`config.mk`:
```
export PLATFORM = sky130hd
export DESIGN_NAME = pipelined_alu
export DESIGN_NICKNAME = d
export VERILOG_FILES = /design/src/rtl/pipelined_alu.sv
export SDC_FILE = /design/constraint.sdc
export NUM_CORES = 2
export LEC_CHECK = 0
export ABC_AREA = 1
export CORE_MARGIN = 2
export CORE_UTILIZATION = 40
export CTS_BUF_LIST = sky130_fd_sc_hd__clkbuf_4 sky130_fd_sc_hd__clkbuf_8 sky130_fd_sc_hd__clkbuf_16
export DETAILED_ROUTE_END_ITERATION = 10
export PLACE_DENSITY = 0.61
export REMOVE_ABC_BUFFERS = 1
export SLEW_MARGIN = 20
export SYNTH_ARGS = -nofsm -noshare
export SYNTH_HDL_FRONTEND = slang
export SYNTH_SLANG_ARGS = --single-unit
```
`constraint.sdc`:
```
create_clock -name clk -period 2.7 [get_ports clk]
set_input_delay 0.405 -clock clk [delete_from_list [all_inputs] [get_ports clk]]
set_output_delay 0.405 -clock clk [all_outputs]
set_load 0.005 [all_outputs]
```
`src/rtl/pipelined_alu.sv`:
```
// Registered XLEN-bit ALU behind a valid/ready handshake.
// Single-cycle ops finish in one cycle; MUL is an XLEN-step shift-add.
module pipelined_alu #(
  parameter int XLEN = 64
) (
  input  logic            clk,
  input  logic            rst_n,
  input  logic            in_valid,
  output logic            in_ready,
  input  logic [XLEN-1:0] a,
  input  logic [XLEN-1:0] b,
  input  logic [3:0]      alu_control_signal,
  output logic            out_valid,
  input  logic            out_ready,
  output logic [XLEN-1:0] alu_result,
  output logic            flag_zero,
  output logic            flag_carry,
  output logic            flag_ovf,
  output logic            flag_illegal
);
  localparam int SHW = $clog2(XLEN);

  localparam logic [3:0] OP_AND  = 4'b0000;
  localparam logic [3:0] OP_OR   = 4'b0001;
  localparam logic [3:0] OP_ADD  = 4'b0010;
  localparam logic [3:0] OP_SLL  = 4'b0011;
  localparam logic [3:0] OP_XOR  = 4'b0100;
  localparam logic [3:0] OP_SRL  = 4'b0101;
  localparam logic [3:0] OP_SUB  = 4'b0110;
  localparam logic [3:0] OP_SRA  = 4'b0111;
  localparam logic [3:0] OP_SLT  = 4'b1000;
  localparam logic [3:0] OP_SLTU = 4'b1001;
  localparam logic [3:0] OP_MUL  = 4'b1010;

  typedef enum logic [1:0] {IDLE, MUL, DONE} state_t;

  state_t          state;
  logic [SHW-1:0]  cnt;
  logic [XLEN-1:0] mcand, mplier, acc, acc_nx;

  logic            accept, is_sub, ill_c, carry_c, ovf_c;
  logic [XLEN-1:0] b_eff, res_c;
  logic [XLEN:0]   sum;
  logic [SHW-1:0]  shamt;

  assign in_ready  = (state == IDLE) || (state == DONE && out_ready);
  assign out_valid = (state == DONE);
  assign accept    = in_valid && in_ready;

  // SUB reuses the adder as a + ~b + 1, so carry=1 means no borrow.
  always_comb begin
    is_sub  = (alu_control_signal == OP_SUB);
    b_eff   = is_sub ? ~b : b;
    sum     = {1'b0, a} + {1'b0, b_eff} + {{XLEN{1'b0}}, is_sub};
    shamt   = b[SHW-1:0];
    res_c   = '0;
    ill_c   = 1'b0;
    carry_c = 1'b0;
    ovf_c   = 1'b0;
    case (alu_control_signal)
      OP_AND:  res_c = a & b;
      OP_OR:   res_c = a | b;
      OP_XOR:  res_c = a ^ b;
      OP_ADD, OP_SUB: begin
        res_c   = sum[XLEN-1:0];
        carry_c = sum[XLEN];
        ovf_c   = (a[XLEN-1] == b_eff[XLEN-1]) && (sum[XLEN-1] != a[XLEN-1]);
      end
      OP_SLL:  res_c = a << shamt;
      OP_SRL:  res_c = a >> shamt;
      OP_SRA:  res_c = $unsigned($signed(a) >>> shamt);
      OP_SLT:  res_c = {{(XLEN-1){1'b0}}, ($signed(a) < $signed(b))};
      OP_SLTU: res_c = {{(XLEN-1){1'b0}}, (a < b)};
      OP_MUL:  res_c = '0;
      default: ill_c = 1'b1;
    endcase
  end

  assign acc_nx = acc + (mplier[0] ? mcand : '0);

  always_ff @(posedge clk or negedge rst_n) begin
    if (!rst_n) begin
      state        <= IDLE;
      cnt          <= '0;
      mcand        <= '0;
      mplier       <= '0;
      acc          <= '0;
      alu_result   <= '0;
      flag_zero    <= 1'b0;
      flag_carry   <= 1'b0;
      flag_ovf     <= 1'b0;
      flag_illegal <= 1'b0;
    end else begin
      case (state)
        MUL: begin
          acc    <= acc_nx;
          mcand  <= mcand << 1;
          mplier <= mplier >> 1;
          cnt    <= cnt - 1'b1;
          if (cnt == '0) begin
            state        <= DONE;
            alu_result   <= acc_nx;
            flag_zero    <= (acc_nx == '0);
            flag_carry   <= 1'b0;
            flag_ovf     <= 1'b0;
            flag_illegal <= 1'b0;
          end
        end
        default: begin
          // DONE without out_ready leaves in_ready low: hold everything.
          if (in_ready) begin
            if (!accept) begin
              state <= IDLE;
            end else if (alu_control_signal == OP_MUL) begin
              state  <= MUL;
              cnt    <= SHW'(XLEN - 1);
              mcand  <= a;
              mplier <= b;
              acc    <= '0;
            end else begin
              state        <= DONE;
              alu_result   <= res_c;
              flag_zero    <= (res_c == '0);
              flag_carry   <= carry_c;
              flag_ovf     <= ovf_c;
              flag_illegal <= ill_c;
            end
          end
        end
      endcase
    end
  end
endmodule

```
* Word level (Yosys, flattened, before mapping) *
Cells that the tools add are included.

word-level totals
  register bits = 268
  bits in latches = 0
  RAM bits = 0
  ROM bits = 0
  input port bits = 136
  output and inout bits = 70
  word-level logic and storage cells = 106
  memories = 0

operators by class
  add/subtract/negate cells = 4
  multipliers = 0
  divide/modulo/power cells = 0
  magnitude comparators = 2
  equal/unequal tests = 16
  shifts and indexed selects = 3
  multiplexer cells = 50
  bitwise logic cells = 4
  reductions and logical operators = 17

operators by type and width
  cell                                              number
  2-to-1 mux 64 bit                                 19
  case mux 64 bit (9 select lines)                  1
  logical NOT 64 bit                                2
  < comparator 64 bit                               2
  adder 64 x 64 -> 65 bit                           1
  adder 65 x 1 -> 65 bit                            1
  adder 64 bit                                      1
  bitwise AND 64 bit                                1
  inverter 64 bit                                   1
  bitwise OR 64 bit                                 1
  left shift 64 x 6 -> 64 bit                       1
  >> shifter 64 x 6 -> 64 bit                       1
  >>> shifter 64 x 6 -> 64 bit                      1
  bitwise XOR 64 bit                                1
  2-to-1 mux 6 bit                                  4
  2-to-1 mux 1 bit                                  21
  == test 4 x 3 -> 1 bit, second input constant     4
  == test 4 bit, second input constant              3
  2-to-1 mux 2 bit                                  5
  OR reduction 10 bit                               1
  == test 4 x 2 -> 1 bit, second input constant     2
  logical NOT 6 bit                                 1
  nonzero test 2 bit                                3
  subtractor 6 x 1 -> 6 bit, second input constant  1
  15 further kinds                                  17

* Longest topological paths before layout *
  depth in word-level cells = 11
  mapped depth = 31
  mapped depth without buffers = 30

* Least setup slack after synthesis *
Ideal clock, no wire load.

  path type = input -> register
  start point = in b[3]
  end point = reg flag_zero
  library setup time = 65 ps
  arrival time = 3,273 ps
  data required time = 2,635 ps
  setup slack = -639 ps
  cell stages on the path = 29
  buffers on the path = 4
  cells stage by stage = buf_2 clkinv_1 buf_2 buf_2 buf_2 xor2_1 ha_1 nand2_1 nand2_1 inv_1 o21ai_1 nand2_1 nand2_1 nand2_1 nand3_1 nand2_1 nand2_1 nand2_1 nand3_1 nand2_1 nor2_1 nand2_1 nor3_1 nand2_1 nor2_1 nand2_1 nand2_1 nand2_1 nand2_1

between the ends
  word-level cells in the longest chain between the ends = 10
  elaborated cells on any way between the ends = 18
  classes of those cells = add/sub: 2; order compare: 2; shift: 3; mux: 6; bitwise: 4; reduce/logical: 1

RTL lines
  item                                  line  source
  start, declared                       11    input logic [XLEN-1:0] b,
  inverter 64 bit                       53    b_eff = is_sub ? ~b : b;
  2-to-1 mux 64 bit                     53
  adder 64 x 64 -> 65 bit               54    sum = {1'b0, a} + {1'b0, b_eff} + {{XLEN{1'b0}}, is_sub};
  adder 65 x 1 -> 65 bit                54
  case mux 64 bit (9 select lines) (*)  60    case (alu_control_signal)
  logical NOT 64 bit (*)                123   flag_zero <= (res_c == '0);
  2-to-1 mux 1 bit (*)                  114   end else if (alu_control_signal == OP_MUL) begin
  2-to-1 mux 1 bit (*)                  112   if (!accept) begin
  2-to-1 mux 1 bit (*)                  111   if (in_ready) begin
  2-to-1 mux 1 bit (*)                  94    case (state)
  end signal, assigned                  103   flag_zero <= (acc_nx == '0);
  end signal, assigned                  123
  end, declared                         16    output logic flag_zero,

Every way passes the cells marked *; elsewhere a longest branch is shown, timed or not. The select of a mux whose other input is x is not followed.
A chain may end at the register's enable or synchronous reset.

* Worst setup path after layout *
  start point = reg mplier[0]
  end point = reg flag_zero

between the ends
  word-level cells in the longest chain between the ends = 5

RTL lines
  item                    line  source
  start, declared         39    logic [XLEN-1:0] mcand, mplier, acc, acc_nx;
  start signal, assigned  98    mplier <= mplier >> 1;
  2-to-1 mux 64 bit       79    assign acc_nx = acc + (mplier[0] ? mcand : '0);
  adder 64 bit            79
  logical NOT 64 bit      103
  2-to-1 mux 1 bit        100   if (cnt == '0) begin
  2-to-1 mux 1 bit        94

No other way between the ends. The select of a mux whose other input is x is not followed.

==> impl_metrics.py <==
metrics = {
    "synth": {
        "synth_xor_area_frac": 0.0228,
        "syn_avg_cell_area_um2": 5.84,
        "ys_seq_area_frac": 0.184,
        "synth.distinct_cells": 52,
        "syn-cell-area_um2": 36400,
        "synth_adder_area_share": 0.116,
        "synthMuxAreaShare": 0,
        "ys_seq_elements": 268,
        "synth_top_area_cell": "nand2_1",
        "synthSimpleGateAreaFrac": 0.423,
        "synth_enable_flop_cells": 0,
        "ys.warnings.count": 0,
        "synth_compound_area_frac": 0.152,
        "synth_top_family_by_area": "simple AND/OR/NAND/NOR gates",
        "syn_inst": 6241,
        "async_flop_share": 1.00,
        "ys.flop_type": "dfrtp_1",
        "ys_top_cells_by_area": "nand2_1, dfrtp_1, nand3_1",
        "yosys.area.top_type_share": 0.194,
    },
    "global_route": {
        "met2_usage": 0.753,
        "grt_use_total": 0.500,
        "grt_max_degree": 137,
        "grt_util_met1": 0.613,
        "gr-total-overflow": 0,
        "grt_pass1_vias": 51538,
        "antenna_found_initial": 13,
        "grt.busiest_layer": "met2",
        "use_met3": 0.128,
        "grt_first_pass_wirelength_um": 341000,
    },
    "critical_path": {
        "cp_max_fo": 31,
        "crit_type": "flip-flop to flip-flop",
        "r2r_slack_ns": -1.25,
        "worstPathArrival_ns": 4.48,
        "cp-endpoint": "flag_zero",
        "path_common_cell": "nand2_1",
        "crit_start": "mplier[0]",
        "critPathMaxStageDelay_ns": 0.43,
        "critical_path_buf_inv_count": 6,
        "rr_startpoint": "mplier[0]",
        "cp_top_family": "simple AND/OR/NAND/NOR gates",
        "r2r_end": "flag_zero",
        "crit_slowest_cell": "dfrtp_2",
        "start_kind": "flip-flop",
        "worstRegToRegCells": 23,
        "cp.depth": 23,
        "end_kind": "flip-flop",
        "cp.required_ns": 3.24,
        "crit_path_cell_trace": "buf_12 -> buf_6 -> nand2_1 -> inv_1 -> fa_2 -> nand3_1 -> nand2_1 -> nand2_1 -> nand2_1 -> buf_4 -> nand2_1 -> nand2_2 -> buf_4 -> xnor2_1 -> nand2_1 -> nor2_1 -> nand4_1 -> nor3_2 -> buf_4 -> nand4_1 -> nand2_1 -> nand2_1 -> nand2_1",
    },
    "sta": {
        "worst_pin_slew_ns": 0.984,
        "period_share": 1.46,
        "finClkSkew_ns": 0.0521,
        "hold_slack_ns": 0.284,
        "report.final.setup_viol": 121,
        "rsz0062_at_grt": "yes",
        "relSlewSlack": 0.344,
        "max_freq_ghz": 0.253,
        "fin_ws_ns": -1.25,
        "finalSetupTns_ns": -43.68,
        "post-route-min-period_ns": 3.95,
        "hold_viol_final": 0,
        "slew_viol_final": 0,
    },
    "final_layout": {
        "final_cells": 9194,
        "fin_nets": 8457,
        "area_growth_pct": 55.6,
        "final_area_um2": 56700,
        "drive_gt1_frac": 0.302,
        "fillers": 8376,
    },
    "clocking": {
        "cts-root-buf": "clkbuf_16",
        "htree_levels": 2,
        "clkTransAtPathRegs_ns": 0.06,
        "clk_latency_ns": 0.64,
        "max-clock-path-buffers": 3,
        "cts.sinks": 268,
        "cts_buffers": 36,
        "cts_tree": "yes",
    },
    "place": {
        "place_ws_ns": -2.11,
        "numPortBuffers": 205,
        "dp.final_hpwl_um": 198000,
        "place_inst": 9084,
        "placed_area_um2": 52500,
        "gp_congestion": 1.13,
    },
    "flow_run": {
        "drv_cap": 0,
    },
    "die": {
        "dieArea_um2": 93500,
        "die_h_um": 306,
        "initial_core_util": 0.404,
        "rows": 110,
        "fp.dieW_um": 306,
        "core_area_um2": 90100,
        "io_pins": 206,
    },
    "drt": {
        "wirelength_um": 244000,
        "ant_nets": 0,
        "vias": 54044,
        "drt_pass1_iterations": 11,
        "avgViaCountPerCell": 5.88,
        "post_drt_wl_per_cell_um": 26.5,
        "drt-initial-drc-count": 7496,
        "drc": 0,
    },
    "outcome": {
        "status": "complete, but fails checks",
        "violations": "setup timing",
    },
    "power_and_ir_drop": {
        "vdd_drop_max_v": 0.000497,
        "powerDensity_nw_per_um2": 306,
        "leakagePower_nw": 28.9,
    },
    "worst_hold_path": {
        "min_path_type": "input port to flip-flop",
        "holdPathStages": 4,
    },
}
## logic make-up (layout without fill, tap and decap cells)
kind of cell    Yosys count  after routing
xor+xnor                 95             95
compound gates          931            931
other cells               0              9
flops                   268            268
buf+inv                 957           2725
fa+ha+maj               338            338
simple gates           3652           3652
## routing by layer
metal  part of all wire  up-vias
li1                   -    24080
met1               0.37    25200
met2               0.42     3758
met3               0.12      990
met4              0.094       16
met5            0.00070        -
## synthesized netlist by cell type, types with 12 or more instances
master,instances
nor3_1,43
o211ai_1,31
o21ai_1,21
nor4_1,14
nand3b_1,36
xor2_1,72
buf_2,70
a221oi_1,18
o21ai_0,275
o21bai_1,18
a31oi_1,59
and2_1,16
a21oi_1,299
clkbuf_1,129
a21o_1,12
nand2_1,1887
a22oi_1,53
nand4_1,40
or2_2,38
a211oi_1,14
nand3_1,927
o21a_1,16
buf_1,58
ha_1,336
o22ai_1,23
xnor2_1,23
inv_1,677
dfrtp_1,268
nor2_1,632
o221ai_1,66
## sequential cells by signal, indices dropped and copies added (netlist names)
| register | count |
|---|---|
| acc | 64 |
| alu_result | 64 |
| mcand | 64 |
| mplier | 64 |
| cnt | 6 |
| state | 2 |
| flag_carry | 1 |
| flag_illegal | 1 |
| flag_ovf | 1 |
| flag_zero | 1 |
## cell type report
class	count	area [um2]	area share
diodes	9	22.5	0.000397
clock buffers	45	1000	0.0176
clock inverters	19	265	0.00468
inverters	689	2600	0.0459
multi-input cells	5016	28400	0.501
flip-flops and latches	268	6710	0.118
well taps	1176	1470	0.0260
repair buffers	1972	16200	0.286
## metrics by stage
| stage | power [W] | utilization |
|---|---|---|
| after global placement | 0.0113 | 0.583 |
| after floorplan | 0.00687 | - |
| after detailed placement | 0.0113 | 0.583 |
| after CTS | 0.0169 | 0.615 |
| after global routing | 0.0178 | 0.629 |
| final | 0.0173 | 0.629 |
## repair_timing
action,CTS,global route
hold buffers,1,0
hold endpoints to repair,53,0
pin swaps,83,66
cloned,5,0
endpoints found under the setup margin,120,122
setup buffers,21,12
gates resized for setup,386,314
## worst reg2reg max path: stages (launching register included)
cell and delay (ns):
dfrtp_2 0.43, buf_12 0.18, buf_6 0.16, nand2_1 0.07, inv_1 0.07, fa_2 0.35, nand3_1 0.10, nand2_1 0.11
nand2_1 0.13, nand2_1 0.11, buf_4 0.18, nand2_1 0.08, nand2_2 0.09, buf_4 0.16, xnor2_1 0.19, nand2_1 0.10
nor2_1 0.18, nand4_1 0.28, nor3_2 0.26, buf_4 0.16, nand4_1 0.21, nand2_1 0.15, nand2_1 0.05, nand2_1 0.06
## worst min-delay path by stage
| stage | start | to |
|---|---|---|
| 2_1_floorplan | rst_n | acc[0] |
| 3_3_place_gp | rst_n | cnt[2] |
| 3_5_place_dp | rst_n | cnt[2] |
| 4_1_cts | alu_control_signal[2] | flag_illegal |
| 5_1_grt | b[2] | mplier[2] |
| 6_report | b[2] | mplier[2] |
## power by group
group	switching [W]	internal (W)	leakage, nW	total [W]
logic	0.00477	0.00315	25.7	0.00792
clock network	0.00225	0.00313	0.618	0.00539
registers	0.00000188	0.00402	2.64	0.00402
## placed cells by master, fill, tap and decap left out, types with 18 or more instances in the layout
cell type        Yosys  routed
a221oi_1            18      18
xor2_1              72      59
a21oi_1            299     203
inv_1              677     647
nand3_1            927     899
clkbuf_16            0      36
a22oi_1             53      53
o221ai_1            66      66
nor2_2               4     110
o211ai_1            31      31
ha_1               336     291
nand3b_1            36      36
buf_4                9    1689
o21ai_1             21      63
nor2_1             632     499
ha_4                 0      35
o22ai_1             23      23
nand2_1           1887    1788
clkdlybuf4s50_1      0     190
o21ai_2              0      27
nor2_4               4      31
or2_2               38      35
nor3_1              43      29
a31oi_1             59      57
inv_2               11      35
buf_12               0      57
buf_6                2      19
o21ai_0            275     199
dfrtp_1            268     267
nand2_2              5      91
nand4_1             40      40
a21oi_2              0      87
nand3_2              0      24
(Power assumes the default switching activity.)
